**src/rtl/bcd_pkg.sv**
```systemverilog
// Shared BCD constants and helpers for the up/down stopwatch core.
package bcd_pkg;

  localparam int DIGIT_W = 4;

  localparam logic [DIGIT_W-1:0] ZERO  = 4'd0;
  localparam logic [DIGIT_W-1:0] ONE   = 4'd1;
  localparam logic [DIGIT_W-1:0] TWO   = 4'd2;
  localparam logic [DIGIT_W-1:0] THREE = 4'd3;
  localparam logic [DIGIT_W-1:0] FOUR  = 4'd4;
  localparam logic [DIGIT_W-1:0] FIVE  = 4'd5;
  localparam logic [DIGIT_W-1:0] SIX   = 4'd6;
  localparam logic [DIGIT_W-1:0] SEVEN = 4'd7;
  localparam logic [DIGIT_W-1:0] EIGHT = 4'd8;
  localparam logic [DIGIT_W-1:0] NINE  = 4'd9;

  // Preset nibbles above 9 are not valid BCD; pin them to 9.
  function automatic logic [DIGIT_W-1:0] clamp9(input logic [DIGIT_W-1:0] n);
    return (n > NINE) ? NINE : n;
  endfunction

endpackage

```
**src/rtl/bcd_digit.sv**
```systemverilog
// One decade of the BCD counter: clear, preset load and +/-1 step with
// a carry/borrow flag when the digit wraps.
module bcd_digit
  import bcd_pkg::*;
(
  input  logic               clk,
  input  logic               reset,
  input  logic               clr,
  input  logic               ld,
  input  logic [DIGIT_W-1:0] ld_val,
  input  logic               step,
  input  logic               up,
  output logic [DIGIT_W-1:0] q,
  output logic               carry_out
);

  logic [DIGIT_W-1:0] q_q;
  logic [DIGIT_W-1:0] q_d;

  always_comb begin
    q_d = q_q;
    if (clr) begin
      q_d = ZERO;
    end else if (ld) begin
      q_d = ld_val;
    end else if (step) begin
      if (up) begin
        q_d = (q_q == NINE) ? ZERO : q_q + ONE;
      end else begin
        q_d = (q_q == ZERO) ? NINE : q_q - ONE;
      end
    end
  end

  always_ff @(posedge clk) begin
    if (reset) begin
      q_q <= ZERO;
    end else begin
      q_q <= q_d;
    end
  end

  // The caller only raises step when no clear/load is pending.
  assign carry_out = step && (up ? (q_q == NINE) : (q_q == ZERO));
  assign q         = q_q;

endmodule

```
**src/rtl/bcd_updown_timer.sv**
```systemverilog
// Parametrised BCD up/down stopwatch: prescaled tick, digit chain with
// wrap or saturate at the range ends, preset load and lap-hold display.
module bcd_updown_timer
  import bcd_pkg::*;
#(
  parameter int NUM_DIGITS = 4,
  parameter int DVSR       = 10000000,
  parameter bit WRAP       = 1'b1
) (
  input  logic                          clk,
  input  logic                          reset,
  input  logic                          enable,
  input  logic                          up,
  input  logic                          clear,
  input  logic                          load,
  input  logic [DIGIT_W*NUM_DIGITS-1:0] load_value,
  input  logic                          lap,
  output logic [DIGIT_W*NUM_DIGITS-1:0] digits,
  output logic                          tick,
  output logic                          rollover,
  output logic                          overflow,
  output logic                          holding
);

  localparam int                CW         = DIGIT_W * NUM_DIGITS;
  localparam int                PW         = (DVSR > 1) ? $clog2(DVSR) : 1;
  localparam logic [PW-1:0]     PRESC_LAST = PW'(DVSR - 1);

  logic [PW-1:0]     presc_q, presc_d;
  logic              overflow_q, overflow_d;
  logic              rollover_q;
  logic              holding_q, holding_d;
  logic [CW-1:0]     snap_q, snap_d;

  logic [CW-1:0]         count;
  logic [NUM_DIGITS-1:0] carry;
  logic [NUM_DIGITS-1:0] dig_step;
  logic                  tick_eff;
  logic                  all9, all0, at_end;
  logic                  step_en, sat_hit;

  // A tick landing on a clear/load (or reset) cycle is discarded outright.
  assign tick_eff = enable && (presc_q == PRESC_LAST) && !reset && !clear && !load;

  always_comb begin
    all9 = 1'b1;
    all0 = 1'b1;
    for (int i = 0; i < NUM_DIGITS; i++) begin
      if (count[i*DIGIT_W +: DIGIT_W] != NINE) all9 = 1'b0;
      if (count[i*DIGIT_W +: DIGIT_W] != ZERO) all0 = 1'b0;
    end
  end

  assign at_end  = up ? all9 : all0;
  assign sat_hit = tick_eff && at_end && !WRAP;
  assign step_en = tick_eff && !(at_end && !WRAP);

  genvar gi;
  generate
    for (gi = 0; gi < NUM_DIGITS; gi++) begin : g_digit
      if (gi == 0) begin : g_lsd
        assign dig_step[gi] = step_en;
      end else begin : g_upper
        assign dig_step[gi] = carry[gi-1];
      end

      bcd_digit u_digit (
        .clk       (clk),
        .reset     (reset),
        .clr       (clear),
        .ld        (load),
        .ld_val    (clamp9(load_value[gi*DIGIT_W +: DIGIT_W])),
        .step      (dig_step[gi]),
        .up        (up),
        .q         (count[gi*DIGIT_W +: DIGIT_W]),
        .carry_out (carry[gi])
      );
    end
  endgenerate

  always_comb begin
    presc_d = presc_q;
    if (clear || load) begin
      presc_d = '0;
    end else if (enable) begin
      presc_d = (presc_q == PRESC_LAST) ? '0 : presc_q + PW'(1);
    end
  end

  always_comb begin
    overflow_d = overflow_q;
    if (clear) begin
      overflow_d = 1'b0;
    end else if (sat_hit) begin
      overflow_d = 1'b1;
    end
  end

  // Snapshot is taken only on entry to hold; clear never touches it.
  always_comb begin
    holding_d = holding_q ^ lap;
    snap_d    = snap_q;
    if (lap && !holding_q) begin
      snap_d = count;
    end
  end

  always_ff @(posedge clk) begin
    if (reset) begin
      presc_q    <= '0;
      overflow_q <= 1'b0;
      rollover_q <= 1'b0;
      holding_q  <= 1'b0;
      snap_q     <= '0;
    end else begin
      presc_q    <= presc_d;
      overflow_q <= overflow_d;
      // The top digit only carries out when the whole range wraps.
      rollover_q <= carry[NUM_DIGITS-1];
      holding_q  <= holding_d;
      snap_q     <= snap_d;
    end
  end

  assign digits   = holding_q ? snap_q : count;
  assign tick     = tick_eff;
  assign rollover = rollover_q;
  assign overflow = overflow_q;
  assign holding  = holding_q;

endmodule

```
**config.mk**
```make
export PLATFORM = sky130hd
export DESIGN_NAME = bcd_updown_timer
export DESIGN_NICKNAME = d
export VERILOG_FILES = /design/src/rtl/bcd_pkg.sv /design/src/rtl/bcd_digit.sv /design/src/rtl/bcd_updown_timer.sv
export SDC_FILE = /design/constraint.sdc
export NUM_CORES = 1
export LEC_CHECK = 0
export ABC_CLOCK_PERIOD_IN_PS = 2700
export CAP_MARGIN = 5
export CORE_UTILIZATION = 40
export CTS_BUF_LIST = sky130_fd_sc_hd__clkbuf_8
export DETAILED_ROUTE_END_ITERATION = 8
export SYNTH_ARGS = -nofsm -noshare
export SYNTH_HDL_FRONTEND = slang
export SYNTH_SLANG_ARGS = --single-unit
```
**constraint.sdc**
```tcl
create_clock -name clk -period 2.7 [get_ports clk]
set_clock_uncertainty 0.2 [all_clocks]
set_input_delay 0.54 -clock clk [delete_from_list [all_inputs] [get_ports clk]]
set_output_delay 0.54 -clock clk [all_outputs]
set_load 0.005 [all_outputs]
```
# Word level (Yosys, flattened, before mapping)
# Cells that the tools add are included.
# op_classes
n_addsub	9
n_reduce_logical	24
n_bitwise	1
n_mux	30
n_lt_le_gt_ge	4
eq_ne	5
# ops
op	count
2-to-1 mux 4 bit	24
adder 24 x 1 -> 24 bit, second input constant	1
== test 24 bit, second input constant	1
2-to-1 mux 24 bit	1
adder 4 x 1 -> 4 bit, second input constant	4
== test 4 bit, second input constant	4
greater-than comparator 4 bit, second input constant	4
logical NOT 4 bit	4
2-to-1 mux 16 bit	1
subtractor 4 x 1 -> 4 bit, second input constant	4
logical AND 1 bit	9
nonzero test 2 bit	4
logical NOT 1 bit	4
2-to-1 mux 1 bit	4
OR reduction 2 bit	2
logical OR 1 bit	1
bitwise XOR 1 bit	1
# totals
output_inout_bits	20
ff_bits	58
in_bits	23

# Logic depth before layout (Yosys ltp)
# logic_depth
word_depth	10
depth_mapped	8
mapped_depth_nobuf	6

# Cells and area by module
# From an unflattened synthesis, not the netlist that was laid out.
# hier_totals
cells_unflattened	402
area_unflattened_um2	3443.3
# modules_own_cells
mod	cells_each	area_per_inst_um2	seq_area_each_um2	n_inst
bcd_updown_timer	234	2092.0	840.8	1
bcd_digit	42	337.8	80.1	4

# Least setup slack after synthesis
# OpenSTA, ideal clock, no wires.
# synth_timing
kind	input port to flip-flop
start	input port enable
end	register g_digit[2].u_digit.q_q[3]
path_slack_ns	0.390
setup_ns	0.086
t_arrival_ns	2.024
path_buffers	1
path_stages	6
path_cell_list	buf_2 -> nand4_4 -> or4_4 -> and4bb_4 -> a21oi_2 -> a221oi_2
# synth_via
elab_chain_cells	7
# synth_rtl
element	line_no	rtl
from (decl)	bcd_updown_timer.sv:12	input logic enable,
logical AND 1 bit (4 in series)	bcd_updown_timer.sv:43	assign tick_eff = enable && (presc_q == PRESC_LAST) && !reset && !clear && !load;
logical AND 1 bit (2 in series)	bcd_digit.sv:44	assign carry_out = step && (up ? (q_q == NINE) : (q_q == ZERO));
nonzero test 2 bit (no source line)	-	
to (signal assigned)	bcd_digit.sv:39	q_q <= q_d;
to (decl)	bcd_digit.sv:17	logic [DIGIT_W-1:0] q_q;
# No other way between the ends.
# A chain may end at the register's enable or synchronous reset.

# Final worst setup path
# layout_timing
start	register g_digit[1].u_digit.q_q[2]
end	output port digits[6]
# layout_via
elab_chain_cells	1
# layout_rtl
element	line_no	rtl
from (decl)	bcd_digit.sv:17	
from (signal assigned)	bcd_digit.sv:39	
2-to-1 mux 16 bit	bcd_updown_timer.sv:125	assign digits = holding_q ? snap_q : count;
to (decl)	bcd_updown_timer.sv:18	output logic [DIGIT_W*NUM_DIGITS-1:0] digits,
# No other way between the ends.

==> results.yml <==
run_status:
  outcome: "complete, no violations"
global_route:
  grt_pass1_wl_um: 14700
  grt_pass1_vias: 2950
  grt_max_degree: 26
  grt-ovfl-total: 0
  antenna_found_initial: 0
  grtUsageTotal: 0.209
logic_synthesis:
  netlist_area_sq_um: 3560
  netlist_instances: 434
  ys_warn_count: 0
  synth_area_per_cell_sq_um: 8.20
  yosysTopAreaCellShare: 0.326
  yosysTopAreaCell: "dfxtp_1"
  synth-edff-count: 0
  ys_seq_area_frac: 0.326
  synth_cell_types: 70
  synthArstFlopShare: 0
  ys.flop_type: "dfxtp_1"
  synth.top_cells.by_area: "dfxtp_1, nor2_1, mux2i_1"
  syn-num-nets: 459
  ys_ff_latch: 58
clock_network:
  numCtsBuffers: 9
  clock-root-buffer: "clkbuf_8"
  clock_path_buffers: 2
  clk_latency_ns: 0.34
  cts_tree: "built"
  clock-sinks: 58
  cts_hold_buf: 0
  ctsHtreeMaxLevel: 3
  clk_pin_slew_worst_paths_ns: 0.07
final_layout:
  nFillCells: 856
  multi_input_area_sq_um: 2280
  finalNetCount: 514
  fin_cells: 602
  n_antenna_cell: 0
  utilization: 0.518
  area_growth_pct: 26.3
  regArea_sq_um: 1170
  drive_gt1_frac: 0.170
setup_path:
  worstSetupPathType: "flop to output port"
  r2r_cells: 6
  cp_data_required_time_ns: 1.96
  startpoint_type: "flop"
  endpoint_kind: "output port"
  crit_fanout: 11
  worstPathArrival_ns: 1.74
sta:
  tightest_slew_ns: 0.542
  fin_ws_ns: 0.218
  period_needed_ns: 2.48
  hold_viol_final: 0
  drv_slew: 0
  post-route-period-util: 0.919
  slew_headroom: 0.636
  setup_viol: 0
  fmax_mhz: 403
  rsz0062_at_grt: "false"
  setup-tns-final_ns: 0
power_and_ir_drop:
  ir_drop_mv: 0.277
  power_density_nw_per_um2: 422
  power_leakage_nw: 1.63
die:
  die_h_um: 96.3
  die-area_sq_um: 9280
  fp.dieW_um: 96.3
  rows: 34
  start_util: 0.410
  ios: 43
  core-area_sq_um: 8680
place:
  place_congestion: 0.841
  hpwlAfterDp_um: 6250
  dp.cells: 585
  dp_slack_ns: -0.301
  io_buffer_count: 41
detailed_routing:
  drt_iter0_drc: 194
  antenna_left: 0
  viasPerCell: 5.45
  wl_per_cell_um: 14.7
  vias: 3281
  route.detailed.drc: 0
  first_pass_iters: 4
  drt_wl_total_um: 8850
run:
  drv_cap: 0
worst_hold_path:
  hold_class: "flop to flop"
  hold_depth: 2
## worst max-delay path, stage by stage (launching register included)
cell and delay [ns]:
dfxtp_1 0.56, inv_1 0.13, o21ai_0 0.19, clkdlybuf4s50_1 0.52
## layout make-up
type                            instances  area share
Tap cell                              108      0.0301
Multi-Input combinational cell        330       0.508
Clock buffer                            9      0.0276
Clock inverter                          7      0.0122
Timing Repair Buffer                   78       0.153
Sequential cell                        58       0.260
Inverter                               12      0.0100
## placed cells by master, fill, tap and decap left out, types with 3 or more instances in the layout
master / synthesis / routed
o211ai_1: 6 / 6
o21ai_0: 24 / 24
dfxtp_1: 58 / 55
nand4b_1: 3 / 3
nand4_1: 12 / 12
nor3b_1: 3 / 3
clkbuf_8: 0 / 9
xnor2_1: 17 / 17
mux2i_1: 18 / 18
or4_1: 3 / 3
mux2_2: 9 / 9
a31oi_1: 5 / 5
o31ai_1: 3 / 3
and4_1: 4 / 4
nand3_1: 15 / 14
nand2_1: 24 / 23
o22ai_1: 4 / 4
nor3_1: 9 / 9
and3_1: 11 / 10
buf_4: 1 / 37
a21oi_1: 11 / 11
inv_1: 12 / 16
clkdlybuf4s50_1: 0 / 39
nor2b_1: 4 / 4
xor2_1: 14 / 14
a211oi_1: 5 / 5
nand3b_1: 4 / 4
o21a_1: 3 / 3
nand2b_1: 3 / 3
nor2_1: 64 / 63
and2_1: 5 / 5
## where the power goes
group          total (mW)  switching, mW  internal [mW]
Sequential          0.892         0.0224          0.869
Combinational       0.254          0.127          0.127
Clock               0.748          0.339          0.410
## stage by stage
stage	power (mW)	hold slack [ns]	instance area [sq um]
after global placement	1.16	0.267	4230
after detailed placement	1.16	0.278	4230
after global routing	2.00	0.320	4490
final	1.89	0.289	4490
after CTS	1.92	0.294	4490
after floorplan	1.06	0.254	3560
## metal layers
layer | global-route usage | part of all wire | up-vias
li1 | - | - | 1664
met1 | 0.297 | 0.49 | 1516
met2 | 0.316 | 0.44 | 94
met3 | 0.0553 | 0.064 | 7
met4 | 0.0453 | 0.0077 | 0
met5 | 0 | 0 | -
## sequential cells by signal, summed over array words and instances, names as in the netlist
signal / count
g_digit.u_digit.q: 16
holding: 1
presc_q: 24
rollover: 1
snap_q: 16
## worst paths after layout
check | end | slack [ns] | from
worst max-delay path | digits[6] | 0.22 | g_digit[1].u_digit.q[2]
worst min-delay path | snap_q[3] | 0.29 | snap_q[3]
worst max register to register | g_digit[2].u_digit.q[3] | 0.44 | presc_q[3]
worst min register to register | snap_q[3] | 0.29 | snap_q[3]
## what timing repair did
action                                  CTS  global route
setup buffers                             1             0
endpoints found under the setup margin    1             0
gates resized for setup                  19             0
## cell usage after synthesis (4+ instances only)
master and n:
o22ai_1 4, and4_1 4, nand3_1 15, a21oi_1 11, a31oi_1 5, xor2_1 14, inv_1 12, mux2i_1 18
o21ai_0 24, and3_1 11, a211oi_1 5, dfxtp_1 58, nor2b_1 4, nor3_1 9, nand3b_1 4, nor2_1 64
o211ai_1 6, and2_1 5, clkbuf_1 23, mux2_2 9, nand4_1 12, buf_2 9, nand2_1 24, xnor2_1 17
## cells by family after synthesis
group | count (synthesis) | synth area share
DFF | 58 | 0.326
adders and majority gates | 2 | 0.00703
and+or+nand+nor | 182 | 0.285
AOI/OAI and AO/OA | 86 | 0.168
muxes | 28 | 0.0822
buffers and inverters | 46 | 0.0538
other | 1 | 0.00105
xor gates and xnor gates | 31 | 0.0763
Power figures use the tool's default switching activity.
